File: config.mk
export PLATFORM = sky130hd
export DESIGN_NAME = aggr_serializer
export DESIGN_NICKNAME = d
export VERILOG_FILES = /design/src/rtl/aggr_serializer.sv
export SDC_FILE = /design/constraint.sdc
export NUM_CORES = 1
export LEC_CHECK = 0
export CAP_MARGIN = 10
export CORE_AREA = 5 5 409 411
export CTS_CLUSTER_SIZE = 30
export DETAILED_ROUTE_END_ITERATION = 7
export DIE_AREA = 0 0 414 416
export DONT_BUFFER_PORTS = 1
export GPL_ROUTABILITY_DRIVEN = 0
export GPL_TIMING_DRIVEN = 0
export PLACE_DENSITY = 0.47
export SLEW_MARGIN = 25
export SYNTH_ARGS = -nofsm -noshare
export SYNTH_HDL_FRONTEND = slang
export SYNTH_SLANG_ARGS = --single-unit
File: constraint.sdc
create_clock -name clk -period 48.8 [get_ports clk]
set_input_delay 7.32 -clock clk [delete_from_list [all_inputs] [get_ports clk]]
set_output_delay 7.32 -clock clk [all_outputs]
set_load 0.005 [all_outputs]
File: src/rtl/aggr_serializer.sv
// aggr_serializer: buffers wide aggregation result words in a two-entry FIFO
// and streams them out one quantized channel per beat over valid/ready.
module aggr_serializer #(
    parameter int OUT_C   = 32,
    parameter int B_WIDTH = 32,
    parameter int Q_WIDTH = 8,
    parameter int SHIFT   = 8,
    parameter int RELU    = 1,
    localparam int CH_W   = $clog2(OUT_C)
) (
    input  logic                              clk,
    input  logic                              rst,
    input  logic [OUT_C*B_WIDTH-1:0]          aggr_pack,
    input  logic                              aggr_valid,
    output logic signed [Q_WIDTH-1:0]         feat_data,
    output logic [CH_W-1:0]                   feat_ch,
    output logic                              feat_last,
    output logic                              feat_valid,
    input  logic                              feat_ready,
    output logic                              buf_full,
    output logic                              drop_err,
    output logic [7:0]                        drop_cnt
);

    localparam logic [CH_W-1:0] LAST_CH = CH_W'(OUT_C - 1);
    localparam int QMAX_I = (1 << (Q_WIDTH - 1)) - 1;
    localparam int QMIN_I = -(1 << (Q_WIDTH - 1));
    localparam logic signed [B_WIDTH-1:0] Q_MAX = B_WIDTH'(QMAX_I);
    localparam logic signed [B_WIDTH-1:0] Q_MIN = B_WIDTH'(QMIN_I);

    // Optional ReLU (sign bit test keeps 0x8000_0000 negative), then a
    // flooring arithmetic shift.
    function automatic logic signed [B_WIDTH-1:0] relu_shift(
        input logic signed [B_WIDTH-1:0] x
    );
        logic signed [B_WIDTH-1:0] v;
        v = x;
        if ((RELU != 0) && x[B_WIDTH-1]) begin
            v = '0;
        end
        return v >>> SHIFT;
    endfunction

    // Signed clamp into the activation range.
    function automatic logic signed [Q_WIDTH-1:0] sat_q(
        input logic signed [B_WIDTH-1:0] y
    );
        logic signed [Q_WIDTH-1:0] r;
        if (y > Q_MAX) begin
            r = Q_MAX[Q_WIDTH-1:0];
        end else if (y < Q_MIN) begin
            r = Q_MIN[Q_WIDTH-1:0];
        end else begin
            r = y[Q_WIDTH-1:0];
        end
        return r;
    endfunction

    logic [OUT_C*B_WIDTH-1:0]  mem [2];
    logic                      wr_ptr;
    logic                      rd_ptr;
    logic [1:0]                cnt;
    logic [1:0]                cnt_next;
    logic [CH_W-1:0]           ch_idx;
    logic                      load;
    logic                      pop;
    logic                      push;
    logic signed [B_WIDTH-1:0] chan_p0;
    logic signed [Q_WIDTH-1:0] q_p0;

    // Handshake decisions: output reload, head pop on its last channel,
    // push accepted when a slot is free or being freed this cycle.
    always_comb begin
        load     = !feat_valid || feat_ready;
        pop      = load && (cnt != 2'd0) && (ch_idx == LAST_CH);
        push     = aggr_valid && ((cnt != 2'd2) || pop);
        cnt_next = cnt;
        case ({push, pop})
            2'b10:   cnt_next = cnt + 2'd1;
            2'b01:   cnt_next = cnt - 2'd1;
            default: cnt_next = cnt;
        endcase
    end

    // ---- stage p0: select head channel and quantize ----
    always_comb begin
        chan_p0 = mem[rd_ptr][int'(ch_idx) * B_WIDTH +: B_WIDTH];
        q_p0    = sat_q(relu_shift(chan_p0));
    end

    // Pack storage; data only, never reset.
    always_ff @(posedge clk) begin
        if (push) begin
            mem[wr_ptr] <= aggr_pack;
        end
    end

    // FIFO pointers, occupancy, channel walk and drop accounting.
    always_ff @(posedge clk) begin
        if (rst) begin
            cnt      <= 2'd0;
            wr_ptr   <= 1'b0;
            rd_ptr   <= 1'b0;
            ch_idx   <= '0;
            buf_full <= 1'b0;
            drop_err <= 1'b0;
            drop_cnt <= 8'd0;
        end else begin
            cnt      <= cnt_next;
            buf_full <= (cnt_next == 2'd2);
            if (push) begin
                wr_ptr <= ~wr_ptr;
            end
            if (pop) begin
                rd_ptr <= ~rd_ptr;
            end
            if (load && (cnt != 2'd0)) begin
                ch_idx <= (ch_idx == LAST_CH) ? '0 : ch_idx + 1'b1;
            end
            if (aggr_valid && !push) begin
                drop_err <= 1'b1;
                if (drop_cnt != 8'hFF) begin
                    drop_cnt <= drop_cnt + 8'd1;
                end
            end
        end
    end

    // ---- stage p1: output beat register, held while stalled ----
    always_ff @(posedge clk) begin
        if (rst) begin
            feat_valid <= 1'b0;
            feat_data  <= '0;
            feat_ch    <= '0;
            feat_last  <= 1'b0;
        end else if (load) begin
            if (cnt != 2'd0) begin
                feat_valid <= 1'b1;
                feat_data  <= q_p0;
                feat_ch    <= ch_idx;
                feat_last  <= (ch_idx == LAST_CH);
            end else begin
                feat_valid <= 1'b0;
            end
        end
    end

endmodule

After elaboration in Yosys (flattened, before gate mapping)
Memory sizes are Yosys's and may differ from the RTL's. A register that Yosys moved wholly into a read port is not among the register bits.
Index checks and enable logic that the tools add are counted.
{"block": "totals", "mem_count": 1, "ff_bits": 34, "ramBits": 2048, "wordCells": 48, "out_inout_bits": 25, "inputBits": 1028}
{"block": "classes", "n_shift": 1, "n_reduce_logical": 11, "bitwise_logic": 2, "eq_ne": 6, "n_mux": 10, "n_lt_le_gt_ge": 2, "addsub": 4}
{"name": "mem", "depth": 2, "width": 1024, "read_ports": 1, "rd_ports_with_merged_regs": 1, "wr": 1, "line_no": "59", "text": "logic [OUT_C*B_WIDTH-1:0] mem [2];"}
{"operator": "indexed part select 1024 x 11 -> 32 bit", "n": 1}
{"operator": "2-to-1 mux 31 bit", "n": 1}
{"operator": "greater-than comparator 24 x 8 -> 1 bit (second input constant)", "n": 1}
{"operator": "< comparator 24 x 8 -> 1 bit (second input constant)", "n": 1}
{"operator": "2-to-1 mux 8 bit", "n": 2}
{"operator": "adder 8 x 1 -> 8 bit (second input constant)", "n": 1}
{"operator": "!= test 8 bit (second input constant)", "n": 1}
{"operator": "adder 5 x 1 -> 5 bit (second input constant)", "n": 1}
{"operator": "== test 5 bit (second input constant)", "n": 1}
{"operator": "2-to-1 mux 1 bit", "n": 5}
{"operator": "2-to-1 mux 5 bit", "n": 1}
{"operator": "== test 2 bit (second input constant)", "n": 2}
{"operator": "logical AND 1 bit", "n": 4}
{"operator": "case mux 2 bit (2 select lines)", "n": 1}
{"operator": "AND reduction 2 bit", "n": 2}
{"operator": "adder 2 x 1 -> 2 bit (second input constant)", "n": 1}
{"operator": "== test 2 x 1 -> 1 bit (second input constant)", "n": 1}
{"operator": "logical NOT 1 bit", "n": 2}
{"operator": "logical OR 1 bit", "n": 2}
{"operator": "!= test 2 bit (second input constant)", "n": 1}
{"operator": "NOT 1 bit", "n": 2}
{"operator": "nonzero test 2 bit", "n": 1}
{"operator": "subtractor 2 x 1 -> 2 bit (second input constant)", "n": 1}

Logic depth before layout (Yosys ltp)
Gate-level depths: netlist of run 1.
{"block": "depth", "word_depth": 9, "depth_mapped": 14, "depth_no_buf": 11}

Worst setup path before layout of run 1
Ideal clock, no wire load.
{"block": "synth_path", "path_type": "input to register", "from": "input port feat_ready", "to": "memory mem[0][1000] in the netlist's numbering (enable)", "required_time_ps": 46878, "path_stages": 5, "arrival_time_ps": 39594, "setup_ps": 1922, "path_slack_ps": 7284, "path_buffers": 0, "cell_sequence": "nand2b_1 -> nand3b_1 -> nand3b_1 -> nand2_1 -> nor2_1"}
{"block": "synth_between", "elab_chain_len": 7}
{"item": "start: declaration", "line_no": "19", "text": "input logic feat_ready,"}
{"item": "logical OR 1 bit", "line_no": "74", "text": "load = !feat_valid || feat_ready;"}
{"item": "logical AND 1 bit (2 in a row)", "line_no": "75", "text": "pop = load && (cnt != 2'd0) && (ch_idx == LAST_CH);"}
{"item": "logical OR 1 bit", "line_no": "76", "text": "push = aggr_valid && ((cnt != 2'd2) || pop);"}
{"item": "logical AND 1 bit", "line_no": "76"}
{"item": "2-to-1 mux 1 bit", "line_no": "93", "text": "if (push) begin"}
{"item": "2-to-1 mux 1 bit (not written as such)", "line_no": "94", "text": "mem[wr_ptr] <= aggr_pack;"}
{"item": "end: declaration", "line_no": "59"}
Every way passes these cells.

Final worst setup path of run 1
{"block": "layout_path", "from": "input port feat_ready", "to": "memory mem[0][596] in the netlist's numbering (enable)"}
Same word-level chain as after synthesis.

==> flow_metrics.env, run 1 <==
export IMPL_status="finished clean"
export IMPL_crit_arrival_ps=10830
export IMPL_io_pins=1053
export IMPL_synth_cell_types=62
export IMPL_nFillCells=14422
export IMPL_num_vias=28650
export IMPL_synth_top_cell_area_share_pct=81.1
export IMPL_relSlewSlack_pct=22.4
export IMPL_start_util_pct=34.7
export IMPL_dr_pass1_iters=5
export IMPL_cts_max_path_buffers=3
export IMPL_drive_gt1_share_pct=19.6
export IMPL_die_height_um=416
export IMPL_cts_hold_buf=0
export IMPL_critPathKind="input pin to flip-flop"
export IMPL_core_um2=164000
export IMPL_netlist_instances=2736
export IMPL_viasPerCell=5.28
export IMPL_placed_area_um2=61700
export IMPL_synthTopCellsByArea="edfxtp_1, mux4_2, dfxtp_1"
export IMPL_cts_buffers=169
export IMPL_clock_skew_ps=27.7
export IMPL_post_place_cells=5012
export IMPL_cellLeakagePower_nw=20.9
export IMPL_port_buffers=0
export IMPL_power_density_nw_per_um2=46.5
export IMPL_cap_violations=0
export IMPL_end_kind="flip-flop"
export IMPL_post_cts_setup_buffers=0
export IMPL_final_cells=5431
export IMPL_crit_top_cell="buf_16"
export IMPL_rows=149
export IMPL_netlist_area_um2=56800
export IMPL_cp_cell_sequence="nand2b_1, nand3b_1, nand3b_1, nand2_1, nor2_4, buf_16, buf_12, buf_16, buf_12, buf_16, buf_16, buf_16, buf_12"
export IMPL_yosys_area_top_type="edfxtp_1"
export IMPL_cpPeakStageDelay_ps=560
export IMPL_synth_ff_latch_count=1571
export IMPL_crit_slowest_cell="nor2_4"
export IMPL_drt_total_wl_mm=196
export IMPL_fmax_ghz=0.0970
export IMPL_rr_worst_depth=18
export IMPL_cts_sinks=1571
export IMPL_crit_path_start_kind="input pin"
export IMPL_cp_max_fo=27
export IMPL_cp_required_ps=49320
export IMPL_synth_nets=3768
export IMPL_fin_nets=4026
export IMPL_cts_root_buffer="clkbuf_16"
export IMPL_setup_tns_final_ps=0
export IMPL_die_area_um2=172000
export IMPL_synth_warning_count=0
export IMPL_die_width_um=414
export IMPL_antenna_found_initial=117
export IMPL_maxSlewViolCount=0
export IMPL_grt_pass1_vias=30196
export IMPL_ys_seq_area_share_pct=82.4
export IMPL_cts_tree="built"
export IMPL_grt_first_pass_wirelength_mm=259
export IMPL_cts_repair_resize_count=0
export IMPL_final_area_um2=67500
export IMPL_finalHoldViolations=0
export IMPL_hp_class="flip-flop to flip-flop"
export IMPL_syn_mean_instance_area_um2=20.8
export IMPL_ant_nets=0
export IMPL_path_clk_slew_ps=60
export IMPL_rsz0062_at_grt="no"
export IMPL_period_needed_ps=10300
export IMPL_setup_violations=0
export IMPL_async_reset_ff_share_pct=0
export IMPL_whs_path_depth=2
export IMPL_areaGrowthSynthToFinish_pct=18.7
export IMPL_synth_edff_count=1536
export IMPL_grt_max_degree=29
export IMPL_synth_flop_cell="edfxtp_1"
export IMPL_drc_errors=0
export IMPL_clock_latency_ps=820
export IMPL_drt_iter0_drc=2675
export IMPL_grt_ovfl_total=0
export IMPL_htreeDepth=4
export IMPL_ir_worst_vdd_mv=0.0360
export IMPL_hpwl_mm=151
export IMPL_worst_pin_slew_ps=1160
export IMPL_grt_use_total_pct=22.3
export IMPL_routedWlPerCell_um=36.1
export IMPL_fin_crit_sh_pct=21.1
[cell families (layout without fill, tap and decap cells)]
logic type	count (synthesis)	after routing	synth area share, %
flops	1571	1571	82.4
simple gates	500	500	4.46
compound gates	291	291	3.58
mux	240	240	8.21
buf+inv	122	515	1.18
xor+xnor	8	8	0.123
fa+ha+maj	4	4	0.0880
other cells	0	113	0
[synth_stat cells, types with 13 or more instances]
master	instances
nor3_1	124
a2111oi_0	14
dfxtp_1	35
nand3_1	16
edfxtp_1	1536
mux4_2	179
nand4_1	13
nor2_1	141
o22ai_1	13
mux2i_1	55
o21ai_0	25
a21oi_1	73
a211oi_1	54
buf_6	14
nand2_1	48
clkbuf_1	40
nor4_1	88
buf_2	45
or4_1	21
a22oi_1	25
[routing by layer]
metal  wire (um)  up-vias  global-route usage (%)
li1            -    12137                       -
met1       65100    14762                    23.1
met2       97500     1330                    37.8
met3       27500      347                    13.7
met4        5360       74                    6.65
met5         537        -                       0
[path summary, 6_finish.rpt]
kind / start / to / slack (ps)
setup reg to reg: ch_idx[2] / mem[0][596] / 42160
setup / recovery: feat_ready / mem[0][596] / 38500
hold / removal: rd_ptr / rd_ptr / 520
hold reg to reg: rd_ptr / rd_ptr / 520
[sequential cells by signal, summed over array words and instances (netlist names), named ones only]
name and flops:
drop_cnt 8, feat_data 8, wr_ptr 1, rd_ptr 1, feat_ch 5, cnt 2, drop_err 1, ch_idx 5
feat_last 1, buf_full 1, feat_valid 1, mem 1536
[cell usage in the layout (no fill, tap or decap), drive strengths merged, types with 9 or more instances in the layout]
| cell type | instances |
|---|---|
| nand2 | 48 |
| bufinv | 15 |
| a211oi | 55 |
| o311ai | 13 |
| o21ai | 27 |
| buf | 161 |
| clkinv | 59 |
| o41ai | 10 |
| o211ai | 9 |
| mux4 | 180 |
| a31oi | 11 |
| a22oi | 25 |
| nor3 | 124 |
| a21oi | 73 |
| nor2 | 141 |
| edfxtp | 1536 |
| mux2i | 55 |
| nand3 | 16 |
| o22ai | 13 |
| dfxtp | 35 |
| or3 | 12 |
| inv | 19 |
| diode | 113 |
| nand4 | 13 |
| or4 | 21 |
| nor4 | 88 |
| a2111oi | 16 |
| clkbuf | 254 |
[critical path: cells and delay by family]
family | cells | cell delay [ps]
simple gates | 5 | 1830
buf+inv | 8 | 1590
[layout make-up]
type	instances	area (um2)	share of cell area, %
clock inverter	92	975	1.44
sequential	1571	46800	69.4
tap	2189	2740	4.06
inverter	8	30.0	0.0445
buffer	114	659	0.977
timing repair buffer	87	2040	3.03
multi-input combinational	1043	9430	14.0
antenna	113	283	0.419
clock buffer	214	4480	6.64
[report_power, final]
part	total (mW)	switching [mW]	internal (mW)
clock network	1.26	0.524	0.732
logic	0.258	0.168	0.0904
registers	1.63	0.0268	1.60
[per-stage QoR]
step | hold WS, ps | setup slack (ps) | total power, mW | utilization, %
after floorplan | 453 | 7280 | 1.90 | -
after global placement | 496 | -9060 | 2.08 | 36.4
after detailed placement | 499 | 37730 | 1.92 | 37.7
after CTS | 527 | 38650 | 3.17 | 41.0
after global routing | 556 | 38420 | 3.24 | 41.1
final | 523 | 38500 | 3.14 | 41.2
Power figures use the tool's default switching activity.
==> run 2: changes to the inputs <==
==> constraint.sdc (replaced) <==
create_clock -name clk -period 9.95 [get_ports clk]
set_input_delay 1.4925 -clock clk [delete_from_list [all_inputs] [get_ports clk]]
set_output_delay 1.4925 -clock clk [all_outputs]
set_load 0.005 [all_outputs]
==> run 2 against run 1 <==
  * Critical path depth is 4 higher
  * Largest cell class unchanged
  * Setup slack worse by 35000 ps
  * Global-route usage is 0.065 points higher
  * Clock-buffer cell count grew 1
  * Clock skew increased by 12 ps
  * Routed wire length rose by 0.41%
  * Sequential share of layout area rose by 0.13 points
  * Power grew to 4.9 times the previous value
  * Core utilization shrank 0.077 points
  * Sequential cell count is the same
  * Final area is 0.19% lower
==> flow_metrics.env, run 2 (same netlist as run 1, synthesis figures left out) <==
export IMPL_finalHoldViolations=0
export IMPL_hold_slack_ps=506
export IMPL_relSlewSlack_pct=26.1
export IMPL_grt_max_degree=29
export IMPL_dr_pass1_iters=5
export IMPL_grt_pass1_vias=30116
export IMPL_path_clk_slew_ps=60
export IMPL_timing_rr_end="mem[0][177]"
export IMPL_layout_common_cells="edfxtp_1, mux4_2, clkbuf_16"
export IMPL_crit_slowest_cell="nor2_4"
export IMPL_cap_violations=0
export IMPL_period_needed_ps=5970
export IMPL_cp_max_fo=21
export IMPL_hp_class="flip-flop to flip-flop"
export IMPL_p_total_mw=15.4
export IMPL_mostFrequentLayoutCell="edfxtp_1"
export IMPL_ant_nets=0
export IMPL_crit_top_cell="buf_16"
export IMPL_die_area_um2=172000
export IMPL_port_buffers=0
export IMPL_whs_path_depth=2
export IMPL_fin_crit_sh_pct=60.0
export IMPL_setup_tns_final_ps=0
export IMPL_crit_arrival_ps=6490
export IMPL_worst_pin_slew_ps=1110
export IMPL_rr_worst_depth=17
export IMPL_critPathKind="flip-flop to flip-flop"
export IMPL_core_um2=164000
export IMPL_cpPeakStageDelay_ps=660
export IMPL_fin_util_pct=41.1
export IMPL_cellLeakagePower_nw=20.9
export IMPL_grt_first_pass_wirelength_mm=258
export IMPL_cts_sinks=1571
export IMPL_drt_total_wl_mm=197
export IMPL_setup_violations=0
export IMPL_largest_reg_flops=1536
export IMPL_drc_errors=0
export IMPL_rows=149
export IMPL_cp_cell_sequence="clkbuf_1, buf_2, clkbuf_2, buf_2, and3_1, ha_1, nand3b_1, nand3b_1, nand2_2, nor2_4, buf_16, buf_16, buf_16, buf_16, buf_12, buf_16, buf_16"
export IMPL_status="finished clean"
export IMPL_routedWlPerCell_um=36.4
export IMPL_largest_register="mem"
export IMPL_fin_nets=4025
export IMPL_fmax_ghz=0.167
export IMPL_cts_max_path_buffers=3
export IMPL_placed_area_um2=61700
export IMPL_final_area_um2=67300
export IMPL_rsz0062_at_grt="no"
export IMPL_clock_latency_ps=830
export IMPL_post_cts_setup_buffers=0
export IMPL_power_density_nw_per_um2=228
export IMPL_clock_skew_ps=39.5
export IMPL_cts_root_buffer="clkbuf_16"
export IMPL_drive_gt1_share_pct=19.4
export IMPL_areaGrowthSynthToFinish_pct=18.5
export IMPL_grt_use_total_pct=22.4
export IMPL_die_width_um=414
export IMPL_end_kind="flip-flop"
export IMPL_critPathTopFamily="buffers and inverters"
export IMPL_cp_required_ps=10470
export IMPL_timing_rr_start="ch_idx[2]"
export IMPL_num_vias=28744
export IMPL_cts_hold_buf=0
export IMPL_viasPerCell=5.31
export IMPL_htreeDepth=4
export IMPL_io_pins=1053
export IMPL_crit_path_start_kind="flip-flop"
export IMPL_start_util_pct=34.7
export IMPL_hpwl_mm=152
export IMPL_cts_repair_resize_count=0
export IMPL_die_height_um=416
export IMPL_maxSlewViolCount=0
export IMPL_reg2reg_slack_ps=3980
export IMPL_antenna_found_initial=121
export IMPL_drt_iter0_drc=2674
export IMPL_cts_tree="built"
export IMPL_worstPathBufferInverterCount=11
export IMPL_ir_worst_vdd_mv=0.173
export IMPL_worst_hold_startpoint="rd_ptr"
export IMPL_grt_ovfl_total=0
export IMPL_cts_buffers=168
export IMPL_largestRegisters="mem x1536, drop_cnt x8, feat_data x8"
## run 2: worst max path at each step
stage / slack, ps / cells after the start / startpoint / end
floorplan: -3910 / 5 / feat_ready / mem[0][1000]
global placement: -11440 / 10 / ch_idx[2] / mem[0][177]
detailed placement: 4000 / 17 / ch_idx[2] / mem[0][17]
CTS: 3980 / 17 / ch_idx[2] / mem[0][17]
global route: 3720 / 17 / ch_idx[2] / mem[0][177]
finish: 3980 / 17 / ch_idx[2] / mem[0][177]
## run 2: where the power goes
group	internal, mW	switching (mW)
combinational	0.437	0.817
sequential	7.84	0.133
clock	3.56	2.58
total	11.8	3.53
## run 2: tightest hold or removal path, stage by stage, from the launching register on
cell     delay [ps]
dfxtp_1         320
xor2_1           80
nor2_1           70
## run 2: metal layers
| layer | wire (um) | share of wire [%] | GRT usage [%] | up-vias |
|---|---|---|---|---|
| met5 | 775 | 0.39 | 0 | - |
| met4 | 5720 | 2.9 | 6.99 | 102 |
| met3 | 26700 | 14 | 12.9 | 355 |
| met2 | 99400 | 50 | 38.4 | 1355 |
| met1 | 64200 | 33 | 23.2 | 14827 |
| li1 | - | - | - | 12105 |
## run 2: through the flow
step                setup slack [ps]  cells
CTS                             3980   5320
floorplan                      -3910   2736
global placement              -11440   4925
global route                    3720   5356
finish                          3980   5409
detailed placement              4000   5010
## run 2: final cells by class
cell class	count	area, um2
fill	14448	96300
sequential	1571	46800
multi-input combinational	1043	9430
clock buffer	215	4520
tap	2189	2740
timing repair buffer	87	1990
clock inverter	95	923
buffer	114	661
antenna	87	218
inverter	8	30.0
==> run 3: changes to the inputs <==
==> constraint.sdc (replaced) <==
create_clock -name clk -period 6 [get_ports clk]
set_input_delay 0.9 -clock clk [delete_from_list [all_inputs] [get_ports clk]]
set_output_delay 0.9 -clock clk [all_outputs]
set_load 0.005 [all_outputs]
==> run 3 against run 2 <==
  * Routed wire length increased by 0.49%
  * Setup slack got worse by 3100 ps
  * Combinational power increased by 66%
  * Non-clock buffer count decreased by 4
  * Register-to-register slack got worse by 3100 ps
  * Sequential share of layout area decreased by 0.27 points
  * Die area unchanged
  * First-iteration DRC count decreased by 3.4%
  * Sequential cell count unchanged
  * Clock power increased by 71%
  * Clock-buffer cell count decreased by 3
  * Largest cell class unchanged
  * Critical endpoint is now feat_data[0]
  * Maximum frequency increased by 17%
==> flow_metrics.env, run 3 (same netlist as run 1, synthesis figures left out) <==
export IMPL_grt_use_total_pct=22.5
export IMPL_drc_errors=0
export IMPL_hpwl_mm=151
export IMPL_path_clk_slew_ps=60
export IMPL_crit_arrival_ps=5790
export IMPL_setup_violations=0
export IMPL_critPathKind="flip-flop to flip-flop"
export IMPL_rsz0062_at_grt="no"
export IMPL_largestRegisters="mem x1536, drop_cnt x8, feat_data x8"
export IMPL_ant_nets=0
export IMPL_cts_max_path_buffers=3
export IMPL_grt_pass1_vias=30007
export IMPL_hold_slack_ps=153
export IMPL_setup_tns_final_ps=0
export IMPL_crit_path_start_kind="flip-flop"
export IMPL_cp_max_fo=10
export IMPL_port_buffers=0
export IMPL_p_comb_share_pct=8.1
export IMPL_rows=149
export IMPL_ir_worst_vdd_mv=0.307
export IMPL_finalHoldViolations=0
export IMPL_end_kind="flip-flop"
export IMPL_grt_max_degree=29
export IMPL_num_vias=28634
export IMPL_cts_root_buffer="clkbuf_16"
export IMPL_drive_gt1_share_pct=19.5
export IMPL_maxSlewViolCount=0
export IMPL_cellLeakagePower_nw=20.9
export IMPL_cellInternalPower_mw=19.9
export IMPL_die_area_um2=172000
export IMPL_start_util_pct=34.7
export IMPL_cts_repair_resize_count=0
export IMPL_clock_skew_ps=30.0
export IMPL_nFillCells=14439
export IMPL_largest_register="mem"
export IMPL_cts_tree="built"
export IMPL_core_um2=164000
export IMPL_hp_class="input pin to flip-flop"
export IMPL_relSlewSlack_pct=24.0
export IMPL_die_height_um=416
export IMPL_layout_common_cells="edfxtp_1, mux4_2, clkbuf_16"
export IMPL_p_clk_share_pct=40.6
export IMPL_cts_hold_buf=0
export IMPL_drt_total_wl_mm=198
export IMPL_p_seq_share_pct=51.3
export IMPL_dr_pass1_iters=5
export IMPL_fin_crit_sh_pct=85.3
export IMPL_post_cts_setup_buffers=0
export IMPL_cp_required_ps=6670
export IMPL_status="finished clean"
export IMPL_mostFrequentLayoutCell="edfxtp_1"
export IMPL_areaGrowthSynthToFinish_pct=18.9
export IMPL_cts_sinks=1571
export IMPL_viasPerCell=5.26
export IMPL_period_needed_ps=5120
export IMPL_io_pins=1053
export IMPL_routedWlPerCell_um=36.3
export IMPL_die_width_um=414
export IMPL_largest_reg_flops=1536
export IMPL_antenna_found_initial=126
export IMPL_cap_violations=0
export IMPL_final_area_um2=67600
export IMPL_grt_ovfl_total=0
export IMPL_fmax_ghz=0.195
export IMPL_fin_nets=4021
export IMPL_worst_pin_slew_ps=1140
export IMPL_power_density_nw_per_um2=381
export IMPL_cts_buffers=168
export IMPL_grt_first_pass_wirelength_mm=259
export IMPL_clock_latency_ps=830
export IMPL_htreeDepth=4
export IMPL_placed_area_um2=61700
export IMPL_p_sw_share_pct=22.9
export IMPL_power_switching_mw=5.91
export IMPL_drt_iter0_drc=2584
[run 3: changes by cell type in the layout (fill, tap and decap cells not counted), sizes merged]
| cell | delta |
|---|---|
| buf | -3 |
| bufinv | +7 |
| clkbuf | -4 |
| clkinv | -13 |
| clkinvlp | -3 |
| diode | +47 |
| inv | +4 |
[run 3: power by group through the flow]
stage               Clock, mW  Combinational, mW  Sequential [mW]
floorplan                   0              0.979             13.7
global placement            0               1.75             14.0
detailed placement          0               2.13             13.5
CTS                      10.7               2.13             13.2
global route             11.1               2.19             13.3
finish                   10.5               2.08             13.2
[run 3: worst paths after layout]
check	start	end	slack (ps)	cells after the start
max	ch_idx[0]	feat_data[0]	880	10
min	aggr_pack[959]	mem[0][959]	150	0
max reg2reg	ch_idx[0]	feat_data[0]	880	10
min reg2reg	drop_err	drop_err	520	2
[run 3: cell type report]
class	count	area [um2]	area share, %
inverters	8	30.0	0.0444
well taps	2189	2740	4.05
clock buffers	212	4450	6.59
clock inverters	90	1090	1.61
flip-flops and latches	1571	46800	69.3
repair buffers	83	2020	2.99
plain buffers	114	691	1.02
diodes	134	335	0.496
multi-input cells	1043	9420	13.9
[run 3: layer usage]
| layer | part of all wire [%] | GRT usage [%] | vias to the layer above | wire length [um] |
|---|---|---|---|---|
| met1 | 33 | 22.7 | 14725 | 64600 |
| li1 | - | - | 12136 | - |
| met3 | 14 | 14.2 | 345 | 27900 |
| met5 | 0.28 | 0 | - | 553 |
| met4 | 3.1 | 7.74 | 80 | 6050 |
| met2 | 50 | 38.0 | 1348 | 98700 |
[run 3: metrics by stage]
step                      setup WS, ps  total power [mW]  instances  utilization [%]
after global routing               780              26.6       5356             41.2
final                              881              25.8       5444             41.3
after floorplan                  -7380              14.7       2736                -
after detailed placement           813              15.6       5008             37.7
after global placement          -13850              15.7       4925             36.4
after CTS                          767              26.0       5310             41.1
[run 3: worst max-delay path, stage by stage (launching register included)]
cell and delay (ps):
dfxtp_1 330, buf_2 310, buf_2 300, buf_2 440, buf_2 560, buf_2 710, a211oi_1 170, o41ai_1 730
nand3b_1 420, a211oi_4 740, a211oi_1 180
